==> config.mk <==
export PLATFORM = sky130hd
export DESIGN_NAME = lcd_wb_port
export DESIGN_NICKNAME = d
export VERILOG_FILES = /design/src/rtl/lcd_wb_port_pkg.sv /design/src/rtl/lcd_wb_port.sv
export SDC_FILE = /design/constraint.sdc
export NUM_CORES = 1
export LEC_CHECK = 0
export CELL_PAD_IN_SITES_DETAIL_PLACEMENT = 2
export CELL_PAD_IN_SITES_GLOBAL_PLACEMENT = 2
export CORE_MARGIN = 3
export CORE_UTILIZATION = 27
export CTS_CLUSTER_DIAMETER = 150
export DETAILED_ROUTE_END_ITERATION = 10
export PLACE_DENSITY = 0.77
export SETUP_SLACK_MARGIN = 0.2
export SLEW_MARGIN = 20
export SYNTH_ARGS = -nofsm -noshare
export SYNTH_HDL_FRONTEND = slang
export SYNTH_SLANG_ARGS = --single-unit
==> constraint.sdc <==
create_clock -name clk -period 2.1 [get_ports clk]
set_clock_uncertainty 0.15 [all_clocks]
set_input_delay 0.42 -clock clk [delete_from_list [all_inputs] [get_ports clk]]
set_output_delay 0.42 -clock clk [all_outputs]
set_load 0.1 [all_outputs]
==> src/rtl/lcd_wb_port_pkg.sv <==
// Shared definitions for the Wishbone-to-8080 LCD port: register offsets,
// FSM state encoding and status bit positions.
package lcd_wb_port_pkg;

    localparam logic [1:0] REG_CMD  = 2'd0;
    localparam logic [1:0] REG_DATA = 2'd1;
    localparam logic [1:0] REG_CTRL = 2'd2;
    localparam logic [1:0] REG_TIME = 2'd3;

    localparam int STAT_BUSY = 0;
    localparam int STAT_RST  = 1;

    typedef enum logic [2:0] {
        S_IDLE,
        S_SETUP,
        S_STRB,
        S_HOLD,
        S_ACK
    } state_t;

endpackage

==> src/rtl/lcd_wb_port.sv <==
// Wishbone responder that turns single-word accesses into 8080-style LCD bus
// cycles, stretching ack_o by a run-time programmable strobe timing.
module lcd_wb_port
    import lcd_wb_port_pkg::*;
#(
    parameter logic [14:0] BASE_ADR  = 15'h0040,
    parameter logic [3:0]  T_LO_INIT = 4'd4,
    parameter logic [3:0]  T_HI_INIT = 4'd4
) (
    input  logic        clk,
    input  logic        rst,
    input  logic [14:0] adr_i,
    input  logic [31:0] dat_i,
    output logic [31:0] dat_o,
    input  logic        we_i,
    input  logic        stb_i,
    output logic        ack_o,
    input  logic [7:0]  lcd_di,
    output logic [7:0]  lcd_do,
    output logic        lcd_oe,
    output logic        lcd_cs,
    output logic        lcd_rs,
    output logic        lcd_wr,
    output logic        lcd_rd,
    output logic        lcd_rst
);

    state_t      state;
    logic [3:0]  cnt;
    logic [3:0]  t_lo, t_hi;
    logic [3:0]  lo_l, hi_l;
    logic        we_l;
    logic [7:0]  rd_byte;
    logic        sel;
    logic        direct;
    logic [31:0] reg_rdata;

    // Only the low byte of a write ever reaches the LCD or a register.
    logic unused_dat;
    assign unused_dat = ^dat_i[31:8];

    assign sel = stb_i && (adr_i[14:2] == BASE_ADR[14:2]);

    // Control/timing registers and status reads complete without an LCD cycle.
    assign direct = adr_i[1] || (adr_i[1:0] == REG_CMD && !we_i);

    // NOTE: every variable written in always_comb gets a default first, so no latch is inferred.
    always_comb begin
        reg_rdata = '0;
        case (adr_i[1:0])
            REG_CMD:  reg_rdata[STAT_RST] = lcd_rst;
            REG_CTRL: reg_rdata[0]        = lcd_rst;
            REG_TIME: reg_rdata[7:0]      = {t_hi, t_lo};
            default:  reg_rdata           = '0;
        endcase
    end

    // NOTE: all state and outputs use non-blocking assignments so every update lands on the same edge.
    always_ff @(posedge clk or posedge rst) begin
        if (rst) begin
            state   <= S_IDLE;
            cnt     <= '0;
            t_lo    <= T_LO_INIT;
            t_hi    <= T_HI_INIT;
            lo_l    <= '0;
            hi_l    <= '0;
            we_l    <= 1'b0;
            rd_byte <= '0;
            ack_o   <= 1'b0;
            dat_o   <= '0;
            lcd_do  <= '0;
            lcd_oe  <= 1'b0;
            lcd_cs  <= 1'b1;
            lcd_rs  <= 1'b0;
            lcd_wr  <= 1'b1;
            lcd_rd  <= 1'b1;
            lcd_rst <= 1'b0;
        end else begin
            case (state)
                S_IDLE: begin
                    ack_o <= 1'b0;
                    dat_o <= '0;
                    if (sel) begin
                        we_l <= we_i;
                        if (direct) begin
                            state <= S_ACK;
                            ack_o <= 1'b1;
                            dat_o <= we_i ? 32'd0 : reg_rdata;
                            if (we_i && adr_i[1:0] == REG_CTRL)
                                lcd_rst <= dat_i[0];
                            if (we_i && adr_i[1:0] == REG_TIME) begin
                                t_lo <= dat_i[3:0];
                                t_hi <= dat_i[7:4];
                            end
                        end else begin
                            state  <= S_SETUP;
                            lcd_cs <= 1'b0;
                            lcd_rs <= (adr_i[1:0] == REG_DATA);
                            lo_l   <= t_lo;
                            hi_l   <= t_hi;
                            if (we_i) begin
                                lcd_do <= dat_i[7:0];
                                lcd_oe <= 1'b1;
                            end
                        end
                    end
                end
                S_SETUP: begin
                    state <= S_STRB;
                    cnt   <= lo_l;
                    if (we_l) lcd_wr <= 1'b0;
                    else      lcd_rd <= 1'b0;
                end
                S_STRB: begin
                    if (cnt == 4'd0) begin
                        state  <= S_HOLD;
                        cnt    <= hi_l;
                        lcd_wr <= 1'b1;
                        lcd_rd <= 1'b1;
                        if (!we_l) rd_byte <= lcd_di;
                    end else begin
                        cnt <= cnt - 4'd1;
                    end
                end
                S_HOLD: begin
                    if (cnt == 4'd0) begin
                        lcd_cs <= 1'b1;
                        lcd_oe <= 1'b0;
                        // An initiator that gave up mid-cycle gets no acknowledge.
                        if (stb_i) begin
                            state <= S_ACK;
                            ack_o <= 1'b1;
                            dat_o <= we_l ? 32'd0 : {24'd0, rd_byte};
                        end else begin
                            state <= S_IDLE;
                        end
                    end else begin
                        cnt <= cnt - 4'd1;
                    end
                end
                S_ACK: begin
                    state <= S_IDLE;
                    ack_o <= 1'b0;
                    dat_o <= '0;
                end
                default: state <= S_IDLE;
            endcase
        end
    end

endmodule

After elaboration in Yosys (flattened, before gate mapping)
Cells that the tools add are included.
{"block": "totals", "reg_bits": 79, "inputBits": 59}
{"block": "classes", "n_addsub": 1, "n_eq_ne": 17, "n_mux": 37, "bitwise": 2, "reduce_logical": 26}
{"operator": "one-hot mux 32 bit (3 select lines)", "n": 1}
{"operator": "two-way mux 32 bit", "n": 2}
{"operator": "two-way mux 8 bit", "n": 4}
{"operator": "inequality test 2 bit (second input constant)", "n": 9}
{"operator": "AND reduction 3 bit", "n": 6}
{"operator": "AND reduction 4 bit", "n": 4}
{"operator": "two-way mux 3 bit", "n": 5}
{"operator": "== test 13 x 5 -> 1 bit (second input constant)", "n": 1}
{"operator": "two-way mux 1 bit", "n": 13}
{"operator": "one-hot mux 1 bit (2 select lines)", "n": 6}
{"operator": "one-hot mux 3 bit (4 select lines)", "n": 1}
{"operator": "one-hot mux 4 bit (3 select lines)", "n": 1}
{"operator": "two-way mux 4 bit", "n": 2}
{"operator": "== test 3 x 2 -> 1 bit (second input constant)", "n": 2}
{"operator": "two-way mux 6 bit", "n": 1}
{"operator": "nonzero test 3 bit", "n": 2}
{"operator": "AND reduction 5 bit", "n": 1}
{"operator": "== test 2 bit (second input constant)", "n": 2}
{"operator": "logical AND 1 bit", "n": 4}
{"operator": "zero test 4 bit", "n": 1}
{"operator": "AND reduction 2 bit", "n": 2}
{"operator": "nonzero test 2 bit", "n": 2}
{"operator": "subtractor 4 x 1 -> 4 bit (second input constant)", "n": 1}
{"operator": "== test 3 x 1 -> 1 bit (second input constant)", "n": 1}
{"operator": "other kinds (8)", "n": 9}

Longest topological paths before layout
Gate-level depths: netlist of the first run.
{"block": "depth", "ltp_word": 6, "depth_mapped": 8}

Worst setup path before layout of the first run
Ideal clock, no wire load.
{"block": "synth_path", "path_type": "input -> register", "start": "input adr_i[1]", "end": "register dat_o[1]", "arrival_ns": 2.039, "path_slack_ns": -0.171, "cell_stages": 8, "cell_sequence": "clkbuf_1 inv_1 ha_1 clkbuf_1 a22oi_1 or3_1 or4_1 a31oi_1"}
{"block": "synth_via", "elab_chain_len": 6, "elab_cells_between_ends": 9}
{"element": "from (decl)", "line_no": "lcd_wb_port.sv:12", "source": "input logic [14:0] adr_i,"}
{"element": "== test 2 bit / zero test 2 bit (equally long branches)", "line_no": "lcd_wb_port.sv:50, lcd_wb_port.sv:45"}
{"element": "one-hot mux 1 bit (2 select lines) / logical AND 1 bit (equally long branches)", "line_no": "lcd_wb_port.sv:50, lcd_wb_port.sv:45"}
{"element": "two-way mux 8 bit / logical OR 1 bit (equally long branches)", "line_no": "lcd_wb_port.sv:88, lcd_wb_port.sv:45"}
{"element": "two-way mux 8 bit *", "line_no": "lcd_wb_port.sv:85", "source": "if (direct) begin"}
{"element": "two-way mux 8 bit *", "line_no": "lcd_wb_port.sv:83", "source": "if (sel) begin"}
{"element": "one-hot mux 32 bit (3 select lines) *", "line_no": "lcd_wb_port.sv:79", "source": "case (state)"}
{"element": "to (signal assigned)", "line_no": "lcd_wb_port.sv:88", "source": "dat_o <= we_i ? 32'd0 : reg_rdata;"}
{"element": "to (signal assigned)", "line_no": "lcd_wb_port.sv:133", "source": "dat_o <= we_l ? 32'd0 : {24'd0, rd_byte};"}
{"element": "to (decl)", "line_no": "lcd_wb_port.sv:14", "source": "output logic [31:0] dat_o,"}
Mark *: on every way between the ends. The rest lies on a longest branch, timed or not.
A chain may end at the register's enable or synchronous reset.

Worst setup path after layout of the first run
{"block": "layout_path", "start": "input adr_i[5]", "end": "register t_hi[3]"}
{"block": "layout_via", "elab_chain_len": 3}
{"element": "== test 13 x 5 -> 1 bit", "line_no": "lcd_wb_port.sv:42", "source": "assign sel = stb_i && (adr_i[14:2] == BASE_ADR[14:2]);"}
{"element": "logical AND 1 bit", "line_no": "lcd_wb_port.sv:42"}
{"element": "AND reduction 4 bit (no source line)"}
{"element": "to (signal assigned)", "line_no": "lcd_wb_port.sv:93", "source": "t_hi <= dat_i[7:4];"}
{"element": "to (decl)", "line_no": "lcd_wb_port.sv:30", "source": "logic [3:0] t_lo, t_hi;"}
No other way between the ends.

==> summary.md, run 1 <==
| Metric | Value |
|---|---|
| Grt ovf | `0` |
| Yosys reg bits | `55` |
| FF-to-FF path depth | `5` |
| Clock Tree Root | `clkbuf_8` |
| Post-route cell area | `0.00423 mm²` |
| Top cells by area, synth | `dfrtp_1 (44%), mux2_2 (11%), buf_4 (6.3%), dfstp_2 (4.6%), mux2_4 (4.2%)` |
| Crit Path Class | `in2reg` |
| Synth Cell Area | `0.00285 mm²` |
| CP startpoint | `adr_i[5]` |
| GRT Util Overall | `0.138` |
| Worst IR drop on VDD | `652 µV` |
| Largest family of logic cells by synthesized area | `multiplexers` |
| Die Wd | `109 µm` |
| Post-synthesis mux area share | `0.149` |
| Most common cell after layout, fill and taps aside | `dfrtp_1` |
| Placed Area | `0.00386 mm²` |
| Initial antenna violation count | `0` |
| RSZ-0062 raised after global routing | `yes` |
| CP Capture Point | `t_hi[3]` |
| Number of synthesized flops with an enable pin | `0` |
| Hold WC Path Type | `in2async` |
| Total Power | `5.36 mW` |
| Max-Cap Viols | `0` |
| Synth warn | `0` |
| FF/Latch Area | `0.00139 mm²` |
| Area leader, netlist | `dfrtp_1` |
| Syn avg cell area | `11.4 µm²` |
| Crit end category | `flop` |
| CTS H-Tree Depth | `2` |
| Adder-Cell Fraction of Synth Area | `0.0263` |
| Die Y | `109 µm` |
| Routed Antenna Nets | `0` |
| Port Buffer Count | `57` |
| Commonest non-fill, non-tap cells in the layout | `dfrtp_1 (47), buf_4 (38), mux2_2 (27), conb_1 (24), buf_12 (20)` |
| Fmax | `527 MHz` |
| Clk buf depth | `2` |
| Syn Inst Count | `251` |
| Detailed placement HPWL | `5.95 mm` |
| FFs w/ async S/R, synth | `1.00` |
| ANT cells | `0` |
| Count of cell types in the netlist | `47` |
| CP arrival | `1960 ps` |
| Total core area | `0.0100 mm²` |
| CTS tree | `built` |
| WL final | `8.73 mm` |
| Largest net degree at the start of global routing | `56` |
| Initial Util | `0.284` |
| Die area | `0.0118 mm²` |
| Outcome | `finished clean` |
| Synth Flop Type | `dfrtp_1` |
| PwrDens | `1270 mW/mm²` |
| Hold Vio Cnt, Final | `0` |
| Routed WL per cell | `18.3 µm` |
| Final max-slew violation count | `0` |
| Area grow syn2layout | `48.0%` |
| Share of the synthesized area in the top cell type | `0.438` |
| Vias/cell | `4.76` |
| Synth Area in Simple Gates | `0.110` |
| Initial DRC Count | `128` |
| Critical path startpoint category | `primary input` |
| Layout cells sized above 1 | `0.440` |
| Clock sinks | `55` |
| Seq/Total Area, Yosys | `0.484` |
| Post-layout min period | `1900 ps` |
| TritonCTS buffer count | `5` |
| Area of the multi-input gates | `0.00145 mm²` |
| Post-synthesis compound-gate area fraction | `0.130` |
| First-pass GRT wire length | `12.8 mm` |
| Internal reg-to-reg setup slack | `210 ps` |
| First-pass DRT Iterations | `4` |
| TNS Setup | `0 ps` |
| R2R Path Start | `state[0]` |
| Critical Path Fanout Max | `8` |
| Final period util | `0.904` |
| Xor/xnor share of the synthesized area | `0.00307` |
| Via count | `2265` |
| Standard-cell rows | `36` |
| Io pins | `106` |
| RR Endpoint | `t_hi[3]` |
| Leak Pwr | `1.92 nW` |
| Drt drc | `0` |
| Vias in the first global route | `2336` |
| Finish-stage setup viols | `0` |
| Clock transition at path regs | `110 ps` |
| Fillcell total | `1037` |
| Nets | `407` |
| CP Data Required Time | `2160 ps` |
| RD Place Congestion | `0.731` |
| Worst hold slack | `355 ps` |
| Skew-Pair Late Insertion Delay | `320 ps` |
-- flip-flops by register name, indices dropped and copies added, names as in the netlist --
name	flops
dat_o	8
lcd_do	8
rd_byte	8
cnt	4
hi_l	4
lo_l	4
t_hi	4
t_lo	4
state	3
ack_o	1
lcd_cs	1
lcd_oe	1
lcd_rd	1
lcd_rs	1
lcd_rst	1
lcd_wr	1
we_l	1
-- Yosys cell counts, types with 2 or more instances --
master,number
nor3_1,5
nor4_2,2
buf_1,2
a22o_1,2
a22oi_1,2
a32oi_1,2
buf_4,24
o21a_1,6
dfrtp_1,50
clkbuf_1,7
nor2b_1,2
ha_1,6
o311ai_0,8
o21ai_0,8
nor2_1,12
nor3b_1,2
dfstp_2,5
mux2_2,27
o2111ai_1,6
mux2_4,8
nor4bb_1,2
or3_1,4
nand3_1,2
buf_2,3
or4_1,2
a31oi_1,4
inv_1,9
nand2_1,16
a21oi_1,5
-- power by group --
part / internal [mW] / switching, mW
combinational: 1.19 / 1.83
sequential: 1.33 / 0.263
clock: 0.360 / 0.382
total: 2.88 / 2.48
-- per-layer routing --
| layer | track usage | vias to the layer above | share of wire |
|---|---|---|---|
| li1 | - | 1042 | - |
| met4 | 0.0334 | 0 | 0.017 |
| met2 | 0.234 | 65 | 0.50 |
| met5 | 0 | - | 0 |
| met3 | 0.0308 | 11 | 0.049 |
| met1 | 0.180 | 1147 | 0.43 |
-- cell type report --
type / instances / area share
clock inverters: 3 / 0.0110
multi-input cells: 174 / 0.344
clock buffers: 5 / 0.0163
flip-flops and latches: 55 / 0.328
repair buffers: 97 / 0.252
well taps: 133 / 0.0394
inverters: 9 / 0.00948
-- logic make-up after synthesis --
| kind of cell | Yosys count |
|---|---|
| AO/OA/AOI/OAI | 51 |
| multiplexers | 35 |
| other | 1 |
| adder cells (fa/ha/maj) | 6 |
| AND/OR/NAND/NOR | 56 |
| flip-flops | 55 |
| buffers and inverters | 46 |
| XOR/XNOR | 1 |
-- per-stage QoR --
| stage | instances | setup slack, ps | util |
|---|---|---|---|
| 2_1_floorplan | 274 | 55.6 | - |
| 3_3_place_gp | 455 | -452 | 0.384 |
| 6_report | 476 | 201 | 0.421 |
| 3_5_place_dp | 455 | -473 | 0.384 |
| 4_1_cts | 467 | 130 | 0.404 |
| 5_1_grt | 476 | 155 | 0.421 |
-- timing repair --
| item | in CTS | in global routing |
|---|---|---|
| setup endpoints to repair | 49 | 49 |
| cloned | 0 | 2 |
| setup buffers | 4 | 7 |
| hold buffers | 0 | 0 |
| gates resized for setup | 39 | 44 |
| pin swaps | 8 | 16 |
-- how the worst min path moves through the flow --
stage                   start   endpoint  cells after the start
floorplan             hi_l[1]    hi_l[1]                      1
CTS                       rst  lcd_do[5]                      3
detailed placement  lcd_do[3]  lcd_do[3]                      1
finish                    rst  lcd_do[5]                      3
global route              rst  lcd_do[5]                      3
global placement      hi_l[2]    hi_l[2]                      1
-- worst max-delay path, cell delays in order --
cell	delay [ps]
clkdlybuf4s15_1	200
nor4_4	270
nand4_4	200
or3_4	420
buf_8	160
mux2_4	300
(Power assumes the default switching activity.)
==> inputs of run 2 (changes only) <==
--- a/config.mk
+++ b/config.mk
@@ -8,12 +8,13 @@
 export CELL_PAD_IN_SITES_DETAIL_PLACEMENT = 2
 export CELL_PAD_IN_SITES_GLOBAL_PLACEMENT = 2
 export CORE_MARGIN = 3
-export CORE_UTILIZATION = 27
+export CORE_UTILIZATION = 25
 export CTS_CLUSTER_DIAMETER = 150
 export DETAILED_ROUTE_END_ITERATION = 10
-export PLACE_DENSITY = 0.77
+export PLACE_DENSITY = 0.75
 export SETUP_SLACK_MARGIN = 0.2
 export SLEW_MARGIN = 20
 export SYNTH_ARGS = -nofsm -noshare
 export SYNTH_HDL_FRONTEND = slang
 export SYNTH_SLANG_ARGS = --single-unit
+export TNS_END_PERCENT = 20
==> constraint.sdc (replaced) <==
create_clock -name clk -period 1.6 [get_ports clk]
set_clock_uncertainty 0.15 [all_clocks]
set_input_delay 0.32 -clock clk [delete_from_list [all_inputs] [get_ports clk]]
set_output_delay 0.32 -clock clk [all_outputs]
set_load 0.1 [all_outputs]
==> run 2 against run 1 <==
  * The flow now finishes with violations (negative setup slack)
  * Combinational power up 52%
  * Total power is 47% higher
  * Clock power is 58% higher
  * Critical path depth stayed put
  * Flip-flop and latch count stayed put
  * Worst setup slack got worse by 540 ps
  * Hold slack lost 150 ps
  * Via count increased by 5.9%
  * Sequential power rose by 31%
  * First-iteration DRC count down 46%
==> summary.md, run 2 (same netlist as run 1, synthesis figures left out) <==
| Metric | Value |
|---|---|
| Critical Path Fanout Max | `8` |
| Clock Tree Root | `clkbuf_16` |
| Crit Path Class | `reg2reg` |
| Total Power | `7.86 mW` |
| Routed metal-1 wire length | `4.40 mm` |
| Detailed placement HPWL | `6.88 mm` |
| Outcome | `complete, but fails checks` |
| CP Depth | `6` |
| Clock sinks | `55` |
| Io pins | `106` |
| Vias in the first global route | `2805` |
| Die Wd | `113 µm` |
| CP Data Required Time | `1640 ps` |
| First-pass GRT wire length | `16.1 mm` |
| Fmax | `516 MHz` |
| Commonest non-fill, non-tap cells in the layout | `dfrtp_1 (49), buf_4 (43), buf_12 (25), conb_1 (24), buf_6 (21)` |
| Initial DRC Count | `69` |
| Crit path largest cell delay | `420 ps` |
| Area grow syn2layout | `64.4%` |
| Int Pwr | `4.27 mW` |
| Initial Util | `0.260` |
| Via count | `2398` |
| Biggest regs | `dat_o: 8 flops, lcd_do: 8 flops, rd_byte: 8 flops` |
| Port Buffer Count | `57` |
| Total core area | `0.0110 mm²` |
| Slowest cell on crit path | `dfrtp_1` |
| Routed Antenna Nets | `0` |
| Routed WL per cell | `20.9 µm` |
| RD Place Congestion | `0.784` |
| Crit-path cells | `buf_6, nor3_4, nand3_2, or3_4, buf_8, mux2_4` |
| Fillcell total | `1093` |
| Final period util | `1.21` |
| Crit end category | `flop` |
| Nets | `431` |
| First-pass DRT Iterations | `4` |
| Worst hold slack | `210 ps` |
| Clock transition at path regs | `80 ps` |
| Vias/cell | `4.73` |
| PwrDens | `1680 mW/mm²` |
| Hold Vio Cnt, Final | `0` |
| Most common cell after layout, fill and taps aside | `dfrtp_1` |
| GRT Util Overall | `0.160` |
| Final max-slew violation count | `0` |
| Post-layout min period | `1940 ps` |
| Standard-cell rows | `38` |
| RSZ-0062 raised after global routing | `yes` |
| Drt drc | `0` |
| CTS H-Tree Depth | `2` |
| Max-Cap Viols | `0` |
| Largest net degree at the start of global routing | `47` |
| CTS Hold Bufs | `0` |
| Die Y | `113 µm` |
| Critical path startpoint category | `flop` |
| Gate power share | `0.584` |
| Layout cells sized above 1 | `0.493` |
| Leak Pwr | `2.12 nW` |
| Die area | `0.0127 mm²` |
| WL final | `10.6 mm` |
| CP arrival | `1980 ps` |
| Hold WC Path Type | `in2async` |
| Post-route setup slack | `-338 ps` |
| Top Layer Used | `met4` |
| Reg power frac | `0.268` |
| Finish-stage setup viols | `53` |
| TritonCTS buffer count | `5` |
| Clk pwr share | `0.149` |
| Failing checks | `negative setup slack` |
| Buf+Inv Stages, Crit Path | `2` |
| Clk buf depth | `2` |
| Met2 wire length | `5.75 mm` |
| Met3 WL | `321 µm` |
| Worst IR drop on VDD | `802 µV` |
| CP top delay family | `simple AND/OR/NAND/NOR gates` |
| Switch Pwr | `3.59 mW` |
| Initial antenna violation count | `0` |
| Sw frac | `0.456` |
| Skew-Pair Late Insertion Delay | `300 ps` |
| ANT cells | `0` |
| FF-to-FF path depth | `6` |
| CTS tree | `built` |
| Grt ovf | `0` |
==> run 2: routing by layer <==
metal	global-route usage	vias to the layer above
met5	0	-
met4	0.0304	0
met3	0.0262	9
met2	0.290	50
met1	0.202	1248
li1	-	1091
==> run 2: final timing paths <==
kind / endpoint / start / slack, ps
max: t_lo[3] / state[1] / -340
min: lcd_do[1] / rst / 210
max reg2reg: t_lo[3] / state[1] / -340
min reg2reg: lcd_wr / lcd_wr / 360
max in group asynchronous: lcd_cs / rst / 770
min in group clk: lcd_wr / lcd_wr / 360
==> run 2: cell type report <==
type	count	area [µm²]	share of cell area
multi-input cells	173	1570	0.335
flip-flops and latches	55	1380	0.295
repair buffers	122	1370	0.291
well taps	140	175	0.0373
clock buffers	5	125	0.0267
inverters	9	41.3	0.00880
clock inverters	3	26.3	0.00560
==> run 2: timing repair <==
| item | 4_1_cts | 5_1_grt |
|---|---|---|
| pin swaps | 25 | 10 |
| cloned | 1 | 0 |
| setup buffers | 13 | 3 |
| resized for setup | 101 | 15 |
| endpoints found under the setup margin | 60 | 75 |
==> run 2: through the flow <==
stage	area (µm²)	setup TNS, ps	cells	setup WS, ps	util
finish	4690	-13670	507	-338	0.427
global route	4690	-16610	507	-464	0.427
CTS	4600	-10430	504	-276	0.419
detailed placement	4160	-34850	482	-870	0.379
global placement	4160	-30970	482	-811	0.379
floorplan	3100	-15980	274	-324	-
==> run 2: worst reg2reg max path: stages (launching register included) <==
cell     delay [ps]
dfrtp_1         420
buf_6           140
nor3_4          160
nand3_2         130
or3_4           370
buf_8           160
mux2_4          300
==> run 2: power by group through the flow <==
| stage | logic [mW] | clock network, mW | registers, mW |
|---|---|---|---|
| 4_1_cts | 4.42 | 1.20 | 2.08 |
| 3_3_place_gp | 3.93 | 0 | 2.06 |
| 5_1_grt | 4.85 | 1.26 | 2.14 |
| 3_5_place_dp | 4.04 | 0 | 2.08 |
| 6_report | 4.59 | 1.17 | 2.10 |
| 2_1_floorplan | 1.50 | 0 | 3.04 |
==> inputs of run 3 (changes only) <==
--- a/config.mk
+++ b/config.mk
@@ -7,7 +7,6 @@
 export LEC_CHECK = 0
 export CELL_PAD_IN_SITES_DETAIL_PLACEMENT = 2
 export CELL_PAD_IN_SITES_GLOBAL_PLACEMENT = 2
-export CORE_MARGIN = 3
 export CORE_UTILIZATION = 25
 export CTS_CLUSTER_DIAMETER = 150
 export DETAILED_ROUTE_END_ITERATION = 10
==> run 3 against run 2 <==
  * The run still ends with negative setup slack left
  * Worst setup slack lost 61 ps
  * Flip-flop and latch count did not move
  * Clock power grew 25%
  * Hold slack improved by 28 ps
  * Clock-buffer cell count unchanged
  * Critical endpoint is now cnt[1]
  * Largest cell class unchanged
==> summary.md, run 3 (same netlist as run 1, synthesis figures left out) <==
| Metric | Value |
|---|---|
| Outcome | `complete, but fails checks` |
| Failing checks | `negative setup slack` |
| Initial Util | `0.260` |
| Internal reg-to-reg setup slack | `-400 ps` |
| Area of the multi-input gates | `0.00166 mm²` |
| CTS Hold Bufs | `0` |
| CP Data Required Time | `1600 ps` |
| RSZ-0062 raised after global routing | `yes` |
| FF/Latch Area | `0.00138 mm²` |
| Layout cells sized above 1 | `0.544` |
| Skew-Pair Late Insertion Delay | `310 ps` |
| CTS tree | `built` |
| Final max-slew violation count | `0` |
| Met2 wire length | `6.73 mm` |
| Met3 WL | `377 µm` |
| Area grow syn2layout | `70.8%` |
| Max-Cap Viols | `0` |
| Grt ovf | `0` |
| TritonCTS buffer count | `5` |
| PwrDens | `1780 mW/mm²` |
| Clock Tree Root | `clkbuf_16` |
| Vias in the first global route | `2809` |
| Die Wd | `109 µm` |
| Critical path startpoint category | `flop` |
| RR Endpoint | `cnt[1]` |
| Die area | `0.0118 mm²` |
| Crit end category | `flop` |
| GRT Util Overall | `0.194` |
| First-pass DRT Iterations | `4` |
| Inst Count DP | `484` |
| Clock transition at path regs | `70 ps` |
| Hold WC Path Type | `in2async` |
| Critical Path Fanout Max | `8` |
| Vias/cell | `4.90` |
| Clk buf depth | `2` |
| Detailed placement HPWL | `6.77 mm` |
| Finish-stage setup viols | `53` |
| RD Place Congestion | `0.791` |
| FF-to-FF path depth | `5` |
| Port Buffer Count | `57` |
| Leak Pwr | `2.18 nW` |
| Dpl ws | `-864 ps` |
| First-pass GRT wire length | `16.8 mm` |
| Die Y | `109 µm` |
| TNS Setup | `-15240 ps` |
| Largest net degree at the start of global routing | `38` |
| Total core area | `0.0110 mm²` |
| Standard-cell rows | `38` |
| Worst hold slack | `237 ps` |
| Most common cell after layout, fill and taps aside | `dfrtp_1` |
| ANT cells | `0` |
| Fillcell total | `1100` |
| Via count | `2524` |
| Crit Path Class | `reg2reg` |
| Nets | `439` |
| Post-route setup slack | `-400 ps` |
| WL final | `12.3 mm` |
| CP arrival | `2000 ps` |
| Worst IR drop on VDD | `1390 µV` |
| Initial antenna violation count | `0` |
| Routed Antenna Nets | `0` |
| Hold Vio Cnt, Final | `0` |
| Post-layout min period | `2000 ps` |
| Final period util | `1.25` |
| Routed metal-1 wire length | `4.83 mm` |
| Routed WL per cell | `23.9 µm` |
| Io pins | `106` |
| Drt drc | `0` |
| Clock sinks | `55` |
| R2R Path Start | `cnt[1]` |
| Fin util | `0.444` |
| Commonest non-fill, non-tap cells in the layout | `dfrtp_1 (49), buf_4 (44), buf_6 (27), buf_12 (26), conb_1 (24)` |
| Biggest regs | `dat_o: 8 flops, lcd_do: 8 flops, rd_byte: 8 flops` |
| Initial DRC Count | `100` |
| Total Power | `8.67 mW` |
| Placed Area | `0.00416 mm²` |
| Top Layer Used | `met4` |
| CTS H-Tree Depth | `2` |
| Post-route cell area | `0.00487 mm²` |
| Finished Layout Cells | `515` |
| Fmax | `500 MHz` |
==> run 3: how the worst max path moves through the flow <==
stage               slack, ps  depth (start not counted)     start    endpoint
finish                   -400                          5    cnt[1]      cnt[1]
detailed placement       -860                          6     stb_i    dat_o[1]
CTS                      -320                          6  state[2]   lcd_do[7]
floorplan                -320                          1       rst     lcd_rst
global route             -450                          8    cnt[1]  rd_byte[2]
global placement         -840                          7     stb_i   lcd_do[1]
==> run 3: timing repair <==
item / CTS / global route
pin swaps: 18 / 7
setup endpoints to repair: 61 / 66
hold endpoints to repair: 0 / 0
resized for setup: 113 / 33
setup buffers: 11 / 11
gates cloned: 1 / 0
==> run 3: worst max-delay path, cell delays in order, from the launching register on <==
cell and delay, ps:
dfrtp_1 400, inv_2 90, ha_4 130, or3b_4 440, o311ai_1 440, a31oi_2 190
==> run 3: final cells by class <==
type,instances,area share
multi-input cells,174,0.341
repair buffers,129,0.292
flip-flops and latches,55,0.284
well taps,140,0.0359
clock buffers,5,0.0257
clock inverters,3,0.0139
inverters,9,0.00847
==> run 3: power breakdown <==
part | switching [mW] | total [mW] | internal [mW]
Clock | 0.566 | 1.46 | 0.899
Sequential | 0.384 | 2.13 | 1.75
Combinational | 2.94 | 5.07 | 2.13
Total | 3.89 | 8.67 | 4.77
==> run 3: per-layer routing <==
layer / global-route usage / vias up
li1: - / 1111
met2: 0.364 / 78
met3: 0.0329 / 27
met5: 0 / -
met1: 0.223 / 1308
met4: 0.0550 / 0
